<file path="config.mk">
export PLATFORM = sky130hd
export DESIGN_NAME = alu_issue_ctrl
export DESIGN_NICKNAME = d
export VERILOG_FILES = /design/src/rtl/alu_pkg.sv /design/src/rtl/alu_regfile.sv /design/src/rtl/alu_issue_ctrl.sv
export SDC_FILE = /design/constraint.sdc
export NUM_CORES = 1
export LEC_CHECK = 0
export CAP_MARGIN = 10
export CORE_MARGIN = 2
export CORE_UTILIZATION = 41
export CTS_BUF_LIST = sky130_fd_sc_hd__clkbuf_2 sky130_fd_sc_hd__clkbuf_4 sky130_fd_sc_hd__clkbuf_8
export DETAILED_ROUTE_END_ITERATION = 16
export SLEW_MARGIN = 25
export SYNTH_ARGS = -nofsm -noshare
export SYNTH_HDL_FRONTEND = slang
export SYNTH_SLANG_ARGS = --single-unit
</file>
<file path="constraint.sdc">
create_clock -name clk -period 2.2 [get_ports clk]
set_clock_uncertainty 0.1 [all_clocks]
set_input_delay 0.33 -clock clk [delete_from_list [all_inputs] [get_ports clk]]
set_output_delay 0.33 -clock clk [all_outputs]
set_load 0.05 [all_outputs]
</file>
<file path="src/rtl/alu_pkg.sv">
// Shared opcode constants and pipeline records for the ALU issue/writeback stage.
// Opcode values mirror opcodes.vh; keep both in step.
package alu_pkg;

  localparam logic [3:0] OP_ADD = 4'd0;
  localparam logic [3:0] OP_SUB = 4'd1;
  localparam logic [3:0] OP_MUL = 4'd2;
  localparam logic [3:0] OP_AND = 4'd3;
  localparam logic [3:0] OP_OR  = 4'd4;
  localparam logic [3:0] OP_XOR = 4'd5;
  localparam logic [3:0] OP_NOT = 4'd6;
  localparam logic [3:0] OP_EQ  = 4'd7;
  localparam logic [3:0] OP_NEQ = 4'd8;
  localparam logic [3:0] OP_LT  = 4'd9;
  localparam logic [3:0] OP_LTE = 4'd10;
  localparam logic [3:0] OP_GT  = 4'd11;
  localparam logic [3:0] OP_GTE = 4'd12;

  // Register indices are carried at a fixed maximum width; users slice to AW.
  localparam int RIDX_W = 8;

  typedef struct packed {
    logic              valid;
    logic [3:0]        op;
    logic [RIDX_W-1:0] rd;
    logic [31:0]       a;
    logic [31:0]       b;
  } ex_stage_t;

  typedef struct packed {
    logic [RIDX_W-1:0] rd;
    logic [31:0]       data;
    logic              over;
    logic              under;
  } result_t;

  function automatic logic uses_rs2(input logic [3:0] op);
    return op != OP_NOT;
  endfunction

endpackage

</file>
<file path="src/rtl/alu_regfile.sv">
// NREG x 32 register file: two asynchronous read ports with r0 hard-wired to 0,
// one writeback port and one load port; writeback beats a load to the same index.
module alu_regfile #(
  parameter  int NREG = 8,
  localparam int AW   = $clog2(NREG)
) (
  input  logic          clk,
  input  logic          rst_n,
  input  logic [AW-1:0] rd_addr1,
  input  logic [AW-1:0] rd_addr2,
  output logic [31:0]   rd_data1,
  output logic [31:0]   rd_data2,
  input  logic          wb_en,
  input  logic [AW-1:0] wb_addr,
  input  logic [31:0]   wb_data,
  input  logic          ld_en,
  input  logic [AW-1:0] ld_addr,
  input  logic [31:0]   ld_data
);

  logic [31:0] mem_reg [NREG];

  genvar gi;
  generate
    for (gi = 0; gi < NREG; gi++) begin : g_word
      localparam logic [AW-1:0] IDX = AW'(gi);
      // r0 never accepts a write, so it stays at its reset value of 0.
      always_ff @(posedge clk or negedge rst_n) begin
        if (!rst_n) begin
          mem_reg[gi] <= '0;
        end else if (gi != 0) begin
          if (wb_en && wb_addr == IDX) begin
            mem_reg[gi] <= wb_data;
          end else if (ld_en && ld_addr == IDX) begin
            mem_reg[gi] <= ld_data;
          end
        end
      end
    end
  endgenerate

  assign rd_data1 = (rd_addr1 == '0) ? 32'd0 : mem_reg[rd_addr1];
  assign rd_data2 = (rd_addr2 == '0) ? 32'd0 : mem_reg[rd_addr2];

endmodule

</file>
<file path="src/rtl/alu_issue_ctrl.sv">
// Two-stage issue/writeback controller around an external combinational ALU.
// Define ALU_FORWARD_EN to forward the EX result instead of stalling on RAW hazards.
module alu_issue_ctrl
  import alu_pkg::*;
#(
  parameter  int NREG = 8,
  parameter  int CNTW = 16,
  localparam int AW   = $clog2(NREG)
) (
  input  logic            clk,
  input  logic            rst_n,
  input  logic            in_valid,
  output logic            in_ready,
  input  logic [3:0]      in_op,
  input  logic [AW-1:0]   in_rd,
  input  logic [AW-1:0]   in_rs1,
  input  logic [AW-1:0]   in_rs2,
  input  logic            ld_en,
  input  logic [AW-1:0]   ld_addr,
  input  logic [31:0]     ld_data,
  output logic [31:0]     alu_a,
  output logic [31:0]     alu_b,
  output logic [3:0]      alu_sel,
  input  logic [31:0]     alu_out,
  input  logic            alu_over,
  input  logic            alu_under,
  output logic            res_valid,
  output logic [31:0]     res_data,
  output logic [AW-1:0]   res_rd,
  output logic            res_over,
  output logic            res_under,
  output logic            sticky_over,
  output logic            sticky_under,
  input  logic            clr_sticky,
  output logic [CNTW-1:0] instr_cnt
);

  logic            ready_reg;
  ex_stage_t       ex_reg, ex_next;
  result_t         res_reg, res_next;
  logic            res_valid_reg;
  logic            sticky_over_reg, sticky_over_next;
  logic            sticky_under_reg, sticky_under_next;
  logic [CNTW-1:0] cnt_reg, cnt_next;

  logic [31:0]     rf_data1, rf_data2, op_a, op_b;
  logic [AW-1:0]   ex_rd;
  logic            haz_rs1, haz_rs2, hazard, accept;
  logic            unused_rd_bits;

  alu_regfile #(.NREG(NREG)) u_regfile (
    .clk      (clk),
    .rst_n    (rst_n),
    .rd_addr1 (in_rs1),
    .rd_addr2 (in_rs2),
    .rd_data1 (rf_data1),
    .rd_data2 (rf_data2),
    .wb_en    (ex_reg.valid),
    .wb_addr  (ex_rd),
    .wb_data  (alu_out),
    .ld_en    (ld_en),
    .ld_addr  (ld_addr),
    .ld_data  (ld_data)
  );

  assign ex_rd          = ex_reg.rd[AW-1:0];
  assign unused_rd_bits = ^{ex_reg.rd[RIDX_W-1:AW], res_reg.rd[RIDX_W-1:AW]};

  assign haz_rs1 = ex_reg.valid && (ex_rd != '0) && (in_rs1 == ex_rd);
  assign haz_rs2 = ex_reg.valid && (ex_rd != '0) && uses_rs2(in_op) && (in_rs2 == ex_rd);
  assign hazard  = haz_rs1 | haz_rs2;

`ifdef ALU_FORWARD_EN
  assign op_a     = haz_rs1 ? alu_out : rf_data1;
  assign op_b     = haz_rs2 ? alu_out : rf_data2;
  assign in_ready = ready_reg;
`else
  // One bubble lets the EX result land in the register file before the re-read.
  assign op_a     = rf_data1;
  assign op_b     = rf_data2;
  assign in_ready = ready_reg & ~hazard;
`endif

  assign accept = in_valid & in_ready;

  always_comb begin
    ex_next       = ex_reg;
    ex_next.valid = accept;
    if (accept) begin
      ex_next.op = in_op;
      ex_next.rd = RIDX_W'(in_rd);
      ex_next.a  = op_a;
      ex_next.b  = uses_rs2(in_op) ? op_b : 32'd0;
    end

    res_next = res_reg;
    if (ex_reg.valid) begin
      res_next.rd    = ex_reg.rd;
      res_next.data  = alu_out;
      res_next.over  = alu_over;
      res_next.under = alu_under;
    end

    // A completing flag overrides a simultaneous clear.
    sticky_over_next  = (sticky_over_reg  & ~clr_sticky) | (ex_reg.valid & alu_over);
    sticky_under_next = (sticky_under_reg & ~clr_sticky) | (ex_reg.valid & alu_under);
    cnt_next          = cnt_reg + CNTW'(ex_reg.valid);
  end

  always_ff @(posedge clk or negedge rst_n) begin
    if (!rst_n) begin
      ready_reg        <= 1'b0;
      ex_reg           <= '0;
      res_reg          <= '0;
      res_valid_reg    <= 1'b0;
      sticky_over_reg  <= 1'b0;
      sticky_under_reg <= 1'b0;
      cnt_reg          <= '0;
    end else begin
      ready_reg        <= 1'b1;
      ex_reg           <= ex_next;
      res_reg          <= res_next;
      res_valid_reg    <= ex_reg.valid;
      sticky_over_reg  <= sticky_over_next;
      sticky_under_reg <= sticky_under_next;
      cnt_reg          <= cnt_next;
    end
  end

  assign alu_a        = ex_reg.a;
  assign alu_b        = ex_reg.b;
  assign alu_sel      = ex_reg.op;
  assign res_valid    = res_valid_reg;
  assign res_data     = res_reg.data;
  assign res_rd       = res_reg.rd[AW-1:0];
  assign res_over     = res_reg.over;
  assign res_under    = res_reg.under;
  assign sticky_over  = sticky_over_reg;
  assign sticky_under = sticky_under_reg;
  assign instr_cnt    = cnt_reg;

endmodule

</file>
==> out/metrics.csv <==
metric,value,unit
outcome,"finished, violations left",
failed_checks,setup timing,
seqCellArea,8840,sq um
cts_tree,yes,
cts_max_path_buffers,3,
yosys.area.top_type,dfrtp_1,
startpoint_type,flip-flop,
synth_edf_count,0,
setup_tns,-0.157,ns
clock_latency,0.62,ns
synth.net_count,1780,
path_delay_family,flip-flops,
cp_slowest_cell,dfrtp_1,
viasPerCell,5.75,
setup_viol,1,
start_util,41.3,%
core_area,45200,sq um
path_buf_inv,2,
multi_input_area,9260,sq um
avgSynthCellArea,11.0,sq um
drtAntennaViolNets,0,
clkSlewWorstSetupHoldPaths,0.06,ns
hp-class,in2async,
dp_hpwl,39.1,mm
worstSetupStartpoint,ex_rd[1],
critPathCaptureType,output port,
groute.usage.overall,26.0,%
endpoint,in_ready,
clock.fmax,424,MHz
root_buffer,clkbuf_8,
cellLeakagePower,11.1,nW
cts_buffers,67,
cap_violations,0,
utilization,52.7,%
ys.flop_type,dfrtp_1,
critPathRequiredTime,1.77,ns
gp_congestion,0.830,
finalPower,0.0242,W
r2r_start,ex_rd[2],
drt_iter0_markers,1058,
slowest_delay,0.43,ns
rr_worst_depth,7,
die_height,217,microns
overflow,0,
io_pins,212,
hold_violations,0,
layout.nets,2041,
route.vias.total,14900,
fin_ws,-0.157,ns
rsz0062_at_grt,true,
max-slew-margin-rel,61.3,%
regToRegEndpoint,alu_a[5],
syn_area,18700,sq um
synth.top_cells.by_count,"dfrtp_1, mux2i_1, a21oi_1, nor2_1, a221oi_1",
r2r_setup_slack,0.01,ns
grt_pass1_vias,15600,
syn-instance-count,1691,
placedCellCount,2473,
cp_cell_sequence,xnor2_1 > nand4_1 > a21oi_2 > buf_4 > nor2b_2 > buf_6,
port_buffers,211,
synth.most_common_cell,dfrtp_1,
chipWidth,217,microns
area_delta_synth_final,27.7,%
power.density,1020,nW/um^2
firstDrtPassIters,5,
synth_area_leaders,"dfrtp_1, mux2i_1, mux2_2, a221oi_1, a21oi_1",
drc,0,
h-tree-depth,3,
ys_seq_elements,353,
fill_cells,4042,
clkSinkCount,353,
drive_above_1_share,20.0,%
grt_pass1_wl,94.4,mm
antenna_found_initial,1,
netlist.area_leader.share,47.3,%
period_share,107,%
slew_viol_final,0,
synth.distinct_cells,47,
crit_cells,6,
largest_reg_flops,224,
path_class,reg2out,
wl_per_cell,23.5,microns
ir_drop,0.552,mV
dieArea,47200,sq um
rows,78,
grt_max_degree,57,
cp_max_fo,4,
worstMarginPinSlew,0.583,ns
min_period,2.36,ns
routed_wirelength,61.0,mm
critical_path_arrival,1.93,ns
yosys_warnings,32,
synthArstFlopShare,100,%
final_cells,2598,
synth-seq-area-share,47.3,%
## how the worst min path moves through the flow
stage                          endpoint   from  slack, ns
final                     instr_cnt[11]  rst_n        0.1
after global routing       instr_cnt[1]  rst_n       0.12
after CTS                  instr_cnt[1]  rst_n       0.07
after detailed placement  instr_cnt[14]  rst_n       0.15
after global placement    instr_cnt[14]  rst_n       0.15
after floorplan                alu_a[0]  rst_n      -0.07
## layer usage
metal,global-route usage (%),vias to the layer above,wire [microns]
li1,-,6793,-
met1,36.4,7529,27900
met2,40.9,492,28000
met3,4.07,113,3360
met4,9.52,0,1640
met5,0,-,0
## area by class of cell
class                      instances  area share, %
clock inverter                     6          0.126
antenna                            1         0.0105
timing repair buffer             334           14.9
clock buffer                     108           5.69
inverter                          11          0.194
sequential                       353           37.1
multi-input combinational       1185           38.9
tap                              600           3.15
## cells by family (layout without fill, tap and decap cells)
group / Yosys count / in the layout / synth area share, %
flops: 353 / 353 / 47.3
other cells: 1 / 2 / 0.0201
fa+ha+maj: 2 / 2 / 0.134
compound gates: 402 / 402 / 14.2
xor+xnor: 20 / 20 / 0.939
simple gates: 278 / 278 / 6.19
buf+inv: 153 / 459 / 3.67
mux: 482 / 482 / 27.5
## where the power goes
group          internal (W)  switching [W]  leakage (nW)
Clock               0.00387        0.00285         0.746
Combinational       0.00310        0.00463          6.17
Sequential          0.00832        0.00147          4.16
## layout by cell type, fill, tap and decap left out, drive strengths merged, types with 2 or more instances in the layout
master	count
dfrtp	353
mux2i	347
a21oi	134
nor2	133
buf	132
mux2	131
dlygate4sd2	122
a221oi	120
nand2	108
clkbuf	108
o21ai	103
clkdlybuf4s50	79
a22o	35
xnor2	15
inv	11
nand3	8
clkinv	6
nor2b	6
nand4	5
xor2	5
mux4	4
nor3	4
o31ai	4
nand4b	3
nor4b	2
a31oi	2
and2	2
a211oi	2
and4	2
ha	2
or2	2
## stage by stage
step,setup WS [ns],hold WS [ns],cell area [sq um]
4_1_cts,-0.173,0.0740,23800
6_report,-0.157,0.0975,23800
2_1_floorplan,0.188,-0.0656,18700
3_3_place_gp,-0.399,0.148,22500
3_5_place_dp,-0.455,0.151,22500
5_1_grt,-0.230,0.119,23800
## what timing repair did
item	in CTS	in global routing
hold buffers	1	0
buffers inserted	9	3
hold endpoints to repair	233	0
endpoints found under the setup margin	127	7
gates resized for setup	124	8
pin swaps	4	7
No activity file was read; power rests on OpenSTA's default activity.
